File: config.mk
export PLATFORM = sky130hd
export DESIGN_NAME = load_store_unit
export DESIGN_NICKNAME = d
export VERILOG_FILES = /design/src/rtl/lsu_pkg.sv /design/src/rtl/lsu_lane_align.sv /design/src/rtl/load_store_unit.sv
export SDC_FILE = /design/constraint.sdc
export NUM_CORES = 1
export LEC_CHECK = 0
export CORE_MARGIN = 1
export CORE_UTILIZATION = 40
export CTS_BUF_LIST = sky130_fd_sc_hd__clkbuf_16
export CTS_CLUSTER_SIZE = 14
export DETAILED_ROUTE_END_ITERATION = 8
export GPL_TIMING_DRIVEN = 0
export MAX_ROUTING_LAYER = met4
export PLACE_DENSITY = 0.78
export SLEW_MARGIN = 0
export SYNTH_ARGS = -nofsm -noshare
export SYNTH_HDL_FRONTEND = slang
export SYNTH_SLANG_ARGS = --single-unit
File: constraint.sdc
create_clock -name ClkIn -period 2.2 [get_ports ClkIn]
set_clock_uncertainty 0.15 [all_clocks]
set_input_delay 0.33 -clock ClkIn [delete_from_list [all_inputs] [get_ports ClkIn]]
set_output_delay 0.33 -clock ClkIn [all_outputs]
set_load 0.01 [all_outputs]
File: src/rtl/lsu_pkg.sv
// Shared encodings for the load/store unit: access widths, FSM states, watchdog default.
package lsu_pkg;

  localparam logic [1:0] W_BYTE = 2'b00;
  localparam logic [1:0] W_HALF = 2'b01;
  localparam logic [1:0] W_WORD = 2'b10;

  localparam int unsigned TIMEOUT_DEFAULT = 16;

  typedef enum logic [1:0] {
    S_IDLE,
    S_ACCESS,
    S_DONE
  } lsu_state_e;

endpackage

File: src/rtl/lsu_lane_align.sv
// Combinational lane steering: store byte-enables/write data, load extract/extend, misalign detect.
module lsu_lane_align
  import lsu_pkg::*;
(
  input  logic [1:0]  addr_lo,
  input  logic [1:0]  width,
  input  logic [31:0] store_data,
  output logic        misaligned,
  output logic [3:0]  be,
  output logic [31:0] wdata,
  input  logic [1:0]  load_addr_lo,
  input  logic [1:0]  load_width,
  input  logic        load_unsigned,
  input  logic [31:0] rdata,
  output logic [31:0] load_data
);

  logic [7:0]  byte_sel;
  logic [15:0] half_sel;

  always_comb begin
    misaligned = 1'b0;
    be         = 4'b1111;
    wdata      = store_data;
    case (width)
      W_BYTE: begin
        be    = 4'b0001 << addr_lo;
        wdata = {4{store_data[7:0]}};
      end
      W_HALF: begin
        misaligned = addr_lo[0];
        be         = 4'b0011 << addr_lo;
        wdata      = {2{store_data[15:0]}};
      end
      // 2'b11 falls through as a word access
      default: misaligned = (addr_lo != 2'b00);
    endcase
  end

  always_comb begin
    byte_sel  = rdata[7:0];
    half_sel  = load_addr_lo[1] ? rdata[31:16] : rdata[15:0];
    load_data = rdata;
    case (load_addr_lo)
      2'd1:    byte_sel = rdata[15:8];
      2'd2:    byte_sel = rdata[23:16];
      2'd3:    byte_sel = rdata[31:24];
      default: byte_sel = rdata[7:0];
    endcase
    case (load_width)
      W_BYTE:  load_data = load_unsigned ? {24'd0, byte_sel} : {{24{byte_sel[7]}}, byte_sel};
      W_HALF:  load_data = load_unsigned ? {16'd0, half_sel} : {{16{half_sel[15]}}, half_sel};
      default: load_data = rdata;
    endcase
  end

endmodule

File: src/rtl/load_store_unit.sv
// Data-memory access stage: latches an ALU-addressed load/store, runs it over a ready-handshake bus, stalls the core meanwhile.
module load_store_unit
  import lsu_pkg::*;
#(
  parameter int unsigned TIMEOUT_CYCLES = TIMEOUT_DEFAULT,
  parameter int unsigned CNT_W          = 5
) (
  input  logic        ClkIn,
  input  logic        RstNIn,
  input  logic [31:0] AddrIn,
  input  logic [31:0] StoreDataIn,
  input  logic        MemReadIn,
  input  logic        MemWriteIn,
  input  logic [1:0]  WidthIn,
  input  logic        UnsignedIn,
  output logic [31:0] LoadDataOut,
  output logic        StallOut,
  output logic        MisalignOut,
  output logic        BusErrOut,
  output logic        MemReqOut,
  output logic        MemWeOut,
  output logic [31:0] MemAddrOut,
  output logic [31:0] MemWdataOut,
  output logic [3:0]  MemBeOut,
  input  logic        MemReadyIn,
  input  logic [31:0] MemRdataIn
);

  lsu_state_e       state, state_next;
  logic [31:0]      addr_q, wdata_q, load_q;
  logic [3:0]       be_q;
  logic             we_q, uns_q, err_q;
  logic [1:0]       width_q;
  logic [CNT_W-1:0] wd_q;

  logic        misaligned, req_any, request, timeout;
  logic [3:0]  be_new;
  logic [31:0] wdata_new, load_extract;

  lsu_lane_align u_align (
    .addr_lo       (AddrIn[1:0]),
    .width         (WidthIn),
    .store_data    (StoreDataIn),
    .misaligned    (misaligned),
    .be            (be_new),
    .wdata         (wdata_new),
    .load_addr_lo  (addr_q[1:0]),
    .load_width    (width_q),
    .load_unsigned (uns_q),
    .rdata         (MemRdataIn),
    .load_data     (load_extract)
  );

  assign req_any     = MemReadIn | MemWriteIn;
  assign request     = req_any & ~misaligned;
  assign timeout     = (wd_q == CNT_W'(TIMEOUT_CYCLES - 1));
  assign LoadDataOut = load_q;

  always_comb begin
    state_next  = state;
    StallOut    = 1'b0;
    MisalignOut = 1'b0;
    BusErrOut   = 1'b0;
    MemReqOut   = 1'b0;
    MemWeOut    = 1'b0;
    MemAddrOut  = '0;
    MemWdataOut = '0;
    MemBeOut    = '0;
    case (state)
      S_IDLE: begin
        MisalignOut = req_any & misaligned;
        StallOut    = request;
        if (request) state_next = S_ACCESS;
      end
      S_ACCESS: begin
        StallOut    = 1'b1;
        MemReqOut   = 1'b1;
        MemWeOut    = we_q;
        MemAddrOut  = {addr_q[31:2], 2'b00};
        MemWdataOut = wdata_q;
        MemBeOut    = be_q;
        if (MemReadyIn || timeout) state_next = S_DONE;
      end
      S_DONE: begin
        BusErrOut  = err_q;
        state_next = S_IDLE;
      end
      default: state_next = S_IDLE;
    endcase
  end

  always_ff @(posedge ClkIn) begin
    if (!RstNIn) begin
      state   <= S_IDLE;
      addr_q  <= '0;
      wdata_q <= '0;
      load_q  <= '0;
      be_q    <= '0;
      we_q    <= 1'b0;
      uns_q   <= 1'b0;
      err_q   <= 1'b0;
      width_q <= '0;
      wd_q    <= '0;
    end else begin
      state <= state_next;
      case (state)
        S_IDLE: if (request) begin
          addr_q  <= AddrIn;
          we_q    <= MemWriteIn;
          be_q    <= MemWriteIn ? be_new : 4'b1111;
          wdata_q <= MemWriteIn ? wdata_new : '0;
          width_q <= WidthIn;
          uns_q   <= UnsignedIn;
          wd_q    <= '0;
          err_q   <= 1'b0;
        end
        S_ACCESS: begin
          if (MemReadyIn) begin
            load_q <= we_q ? '0 : load_extract;
          end else if (timeout) begin
            load_q <= '0;
            err_q  <= 1'b1;
          end else begin
            wd_q <= wd_q + 1'b1;
          end
        end
        default: ;
      endcase
    end
  end

endmodule
# After elaboration in Yosys (flattened, before gate mapping)
# Cells that the tools add are included.
[op_classes]
n_mux = 32
n_eq_ne = 13
reduce_logical = 12
n_addsub = 1
shifts = 2
bitwise = 4
[ops]
columns = ["op", "n"]
rows = [
  ["2-to-1 mux 32 bit", 8],
  ["case mux 32 bit (2 select lines)", 2],
  ["case mux 8 bit (3 select lines)", 1],
  ["2-to-1 mux 16 bit", 1],
  ["2-to-1 mux 5 bit", 3],
  ["inequality test 2 bit (second input constant)", 5],
  ["case mux 5 bit (2 select lines)", 1],
  ["equality test 2 x 1 -> 1 bit (second input constant)", 4],
  ["2-to-1 mux 4 bit", 2],
  ["case mux 4 bit (2 select lines)", 1],
  ["AND reduction 4 bit", 2],
  ["2-to-1 mux 1 bit", 7],
  ["equality test 2 bit (second input constant)", 3],
  ["logical NOT 2 bit", 3],
  ["case mux 1 bit (2 select lines)", 3],
  ["AND reduction 2 bit", 3],
  ["nonzero test 2 bit", 3],
  ["adder 5 x 1 -> 5 bit (second input constant)", 1],
  ["equality test 5 x 4 -> 1 bit (second input constant)", 1],
  ["2-to-1 mux 2 bit", 2],
  ["case mux 2 bit (2 select lines)", 1],
  ["left shift 1 x 2 -> 4 bit (first input constant)", 1],
  ["left shift 2 x 2 -> 4 bit (first input constant)", 1],
  ["AND 1 bit", 2],
  ["3 further kinds", 3],
]
[totals]
regBits = 112
out_inout_bits = 105
inputBits = 104
word_cells = 74

# Longest topological paths before layout
[logic_depth]
ltp_word = 6
depth_mapped = 8
mapped_depth_nobuf = 7

# By module
# From an unflattened synthesis, not the netlist that was laid out.
[unflattened]
cells_unflattened = 813
hier_area_um2 = 6535.0
[by_module_without_submodules]
columns = ["module", "area_per_inst_um2", "cells_each", "n_inst", "seq_area_each_um2"]
rows = [
  ["load_store_unit", 5077.4, 616, 1, 2242.2],
  ["lsu_lane_align", 1457.6, 197, 1, 0.0],
]

# Worst setup path before layout
# OpenSTA, ideal clock, no wires.
[synth_timing]
path_kind = "register to register"
from = "register wd_q[0]"
to = "register wd_q[4]"
t_required_ns = 1.922
stages_incl_launch_ff = 7
arrival_time_ns = 1.784
setup_ns = 0.128
path_buffers = 0
slack_ns = 0.139
path_cell_list = "dfxtp_1 ha_1 and3_1 ha_1 or4b_2 a31oi_1 nor2_1"
[synth_between]
elab_chain_len = 4
[synth_lines]
columns = ["item", "line", "rtl"]
rows = [
  ["start: declaration", "load_store_unit.sv:34", "logic [CNT_W-1:0] wd_q;"],
  ["start signal: assignment", "load_store_unit.sv:124", "wd_q <= wd_q + 1'b1;"],
  ["adder 5 x 1 -> 5 bit", "load_store_unit.sv:124", ""],
  ["2-to-1 mux 5 bit", "load_store_unit.sv:120", "end else if (timeout) begin"],
  ["2-to-1 mux 5 bit", "load_store_unit.sv:118", "if (MemReadyIn) begin"],
  ["case mux 5 bit (2 select lines)", "load_store_unit.sv:106", "case (state)"],
]
# Several ways; a longest one is shown, not always the timed one. The select of a mux whose other input is x is not followed.
# A chain may end at the register's enable or synchronous reset.

# Worst setup path in the final report
[layout_timing]
from = "register state[0]"
to = "output port BusErrOut"
[layout_between]
elab_chain_len = 2
[layout_lines]
columns = ["item", "line", "rtl"]
rows = [
  ["start: declaration", "load_store_unit.sv:29", "lsu_state_e state, state_next;"],
  ["start signal: assignment", "load_store_unit.sv:105", "state <= state_next;"],
  ["equality test 2 bit", "load_store_unit.sv:69", "case (state)"],
  ["2-to-1 mux 1 bit", "load_store_unit.sv:69", ""],
  ["end: declaration", "load_store_unit.sv:19", "output logic BusErrOut,"],
]
# Every way passes these cells.

==> results_dict.tcl <==
set metrics [dict create \
    status "complete, no violations" \
    synth.area.top_cells "dfxtp_1, and2_1, nand2_1, a21oi_1, o2bb2ai_1" \
    setup-violations-final 0 \
    layout.nets 925 \
    groute.usage.overall_pct 25.74 \
    final_util_pct 61.52 \
    clk_pin_slew_ns 0.07 \
    n_fill_cell 1170 \
    fin_crit_ns 2.190 \
    setup_ws_ns 0.01005 \
    placed_cells 971 \
    power_frac_seq_pct 45.9 \
    grt-ovfl-total 0 \
    clock_sinks 112 \
    p_leak_uw 0.003263 \
    switching_share_pct 27.02 \
    drt_wl_total_um 17080 \
    coreArea_um2 12720 \
    pre_cts_ws_ns -0.4722 \
    port_buffers 206 \
    peakVddDrop_uv 337.9 \
    routabilityCongestion 0.9209 \
    critPathLaunchType "register" \
    vias 5172 \
    grt_max_degree 17 \
    slew_headroom_pct 46.60 \
    drt-initial-drc-count 263 \
    syn_to_final_growth_pct 49.25 \
    die_h_um 116.5 \
    p_per_area_nw_per_um2 615.3 \
    pwr-share-clk_pct 33.1 \
    postRouteAntennaNets 0 \
    clockBufferDepth 2 \
    avgSynthCellArea_um2 8.858 \
    synth-async-reset-ratio_pct 0 \
    wl_per_cell_um 17.17 \
    yosys-top-cells-count "dfxtp_1, nand2_1, and2_1, a21oi_1, o2bb2ai_1" \
    ioPinCount 209 \
    rsz0062_at_grt "true" \
    path_max_fanout 7 \
    fin_cells 995 \
    grt_pass1_wl_um 25900 \
    synth_edf_count 0 \
    cp.required_ns 1.72 \
    die_w_um 116.5 \
    n_antenna_cell 0 \
    reg2reg_depth 8 \
    synth_top_cell_area_share_pct 42.76 \
    antenna_found_initial 0 \
    clk_latency_ns 0.34 \
    synth.distinct_cells 51 \
    hpwl_um 13000 \
    hold_viol_final 0 \
    start_util_pct 41.22 \
    p_int_uw 3514 \
    fin_crit_sh_pct 99.54 \
    viasPerCell 5.198 \
    grt_pass1_vias 5192 \
    cts-root-buf "clkbuf_16" \
    ys_ff_latch 112 \
    first_pass_iters 4 \
    syn_inst 592 \
    yosysWarnings 0 \
    synth_top_cell_by_area "dfxtp_1" \
    synth.most_common_cell "dfxtp_1" \
    drive_gt1_share_pct 13.37 \
    timing.fmax_mhz 456.6 \
    syn_area_um2 5244 \
    drv_slew 0 \
    combPwrFrac_pct 20.9 \
    tightest_slew_ns 0.7943 \
    placementRows 41 \
    die-area_um2 13570 \
    cts_tree "done" \
    hold_path_class "register to register" \
    ys.flop_type "dfxtp_1" \
    p_sw_uw 1301 \
    yosysSeqAreaShare_pct 42.76 \
    end_kind "output pin" \
    drc 0 \
    cts_buffers 9 \
    maxCapViolations 0 \
    arrival_ns 1.71 \
    critical_path_class "register to output pin" \
    holdPathStages 2 \
    htree_levels 3 \
]
## timing repair
item,in CTS,in global routing
setup buffers,9,1
endpoints found under the hold margin,0,0
pin swaps,2,0
resized for setup,163,32
cloned,0,0
setup endpoints to repair,90,57
hold buffers,0,0
## flip-flops by register name, summed over array words and instances, names as in the netlist
signal	count
wdata_q	32
wd_q	5
be_q	4
LoadDataOut	32
we_q	1
width_q	2
uns_q	1
err_q	1
state	2
addr_q	32
## layout make-up
class / count / area, um^2 / share of cell area [%]
multi-input cells: 425 / 2761 / 35.28
well taps: 172 / 215.2 / 2.750
inverters: 8 / 30.03 / 0.3837
plain buffers: 47 / 304.0 / 3.885
clock inverters: 6 / 52.55 / 0.6715
repair buffers: 216 / 1991 / 25.44
clock buffers: 9 / 225.2 / 2.878
flip-flops and latches: 112 / 2247 / 28.71
## through the flow
stage	cell area (um^2)	total power [uW]	hold WS, ns	setup TNS, ns
global route	7826	5012	0.3247	-0.05909
finish	7826	4816	0.2999	0
global placement	7525	3211	0.2876	-24.18
detailed placement	7525	3234	0.2884	-28.92
floorplan	5248	2743	0.2742	0
CTS	7795	4821	0.3033	-0.09725
## critical path: stages, from the launching register on
cell	delay [ns]
dfxtp_2	0.34
inv_1	0.24
and3_1	0.21
clkdlybuf4s50_1	0.58
## power by group through the flow
stage	clock network [uW]	logic, uW	registers (uW)
6_report	1600	1010	2210
5_1_grt	1700	1090	2230
4_1_cts	1610	998	2210
3_5_place_dp	0	977	2260
3_3_place_gp	0	958	2250
2_1_floorplan	0	492	2250
## worst paths after layout
path                    from               to  slack, ns
setup / recovery    state[0]        BusErrOut       0.01
hold / removal    addr_q[20]       addr_q[20]       0.30
setup reg to reg     wd_q[0]  LoadDataOut[30]       0.11
hold reg to reg   addr_q[20]       addr_q[20]       0.30
## routing by layer
metal | GRT usage [%] | vias up | wire [um]
met3 | 5.501 | 17 | 1300
met5 | - | - | 0
met1 | 31.10 | 2441 | 7227
li1 | - | 2509 | -
met4 | 7.265 | 0 | 213
met2 | 43.12 | 205 | 8340
## logic make-up (layout without fill, tap and decap cells)
family                   Yosys count  in the layout  share of synthesized area [%]
other                              1              2                        0.07151
buffers and inverters             56            286                          5.034
XOR/XNOR                           2              2                         0.3341
adder cells (fa/ha/maj)            2              2                         0.4771
flip-flops                       112            112                          42.76
AO/OA/AOI/OAI                    156            156                          21.19
AND/OR/NAND/NOR                  221            221                          21.47
multiplexers                      42             42                          8.661
## placed cells by master, fill, tap and decap left out, types with 9 or more instances in the layout
cell type / Yosys / final
clkdlybuf4s50_1: 0 / 133
clkdlybuf4s15_1: 0 / 16
clkbuf_16: 0 / 9
nand2b_1: 17 / 17
mux2_2: 16 / 16
o2bb2ai_1: 32 / 32
buf_4: 2 / 13
a22o_1: 17 / 17
and2_1: 68 / 67
a21oi_1: 64 / 64
buf_2: 19 / 35
nor2_1: 12 / 12
inv_1: 8 / 9
dlygate4sd2_1: 0 / 33
dfxtp_1: 112 / 110
nand2_1: 104 / 104
clkbuf_1: 23 / 14
o21ai_0: 9 / 9
mux2i_1: 24 / 24
Power figures use the tool's default switching activity.
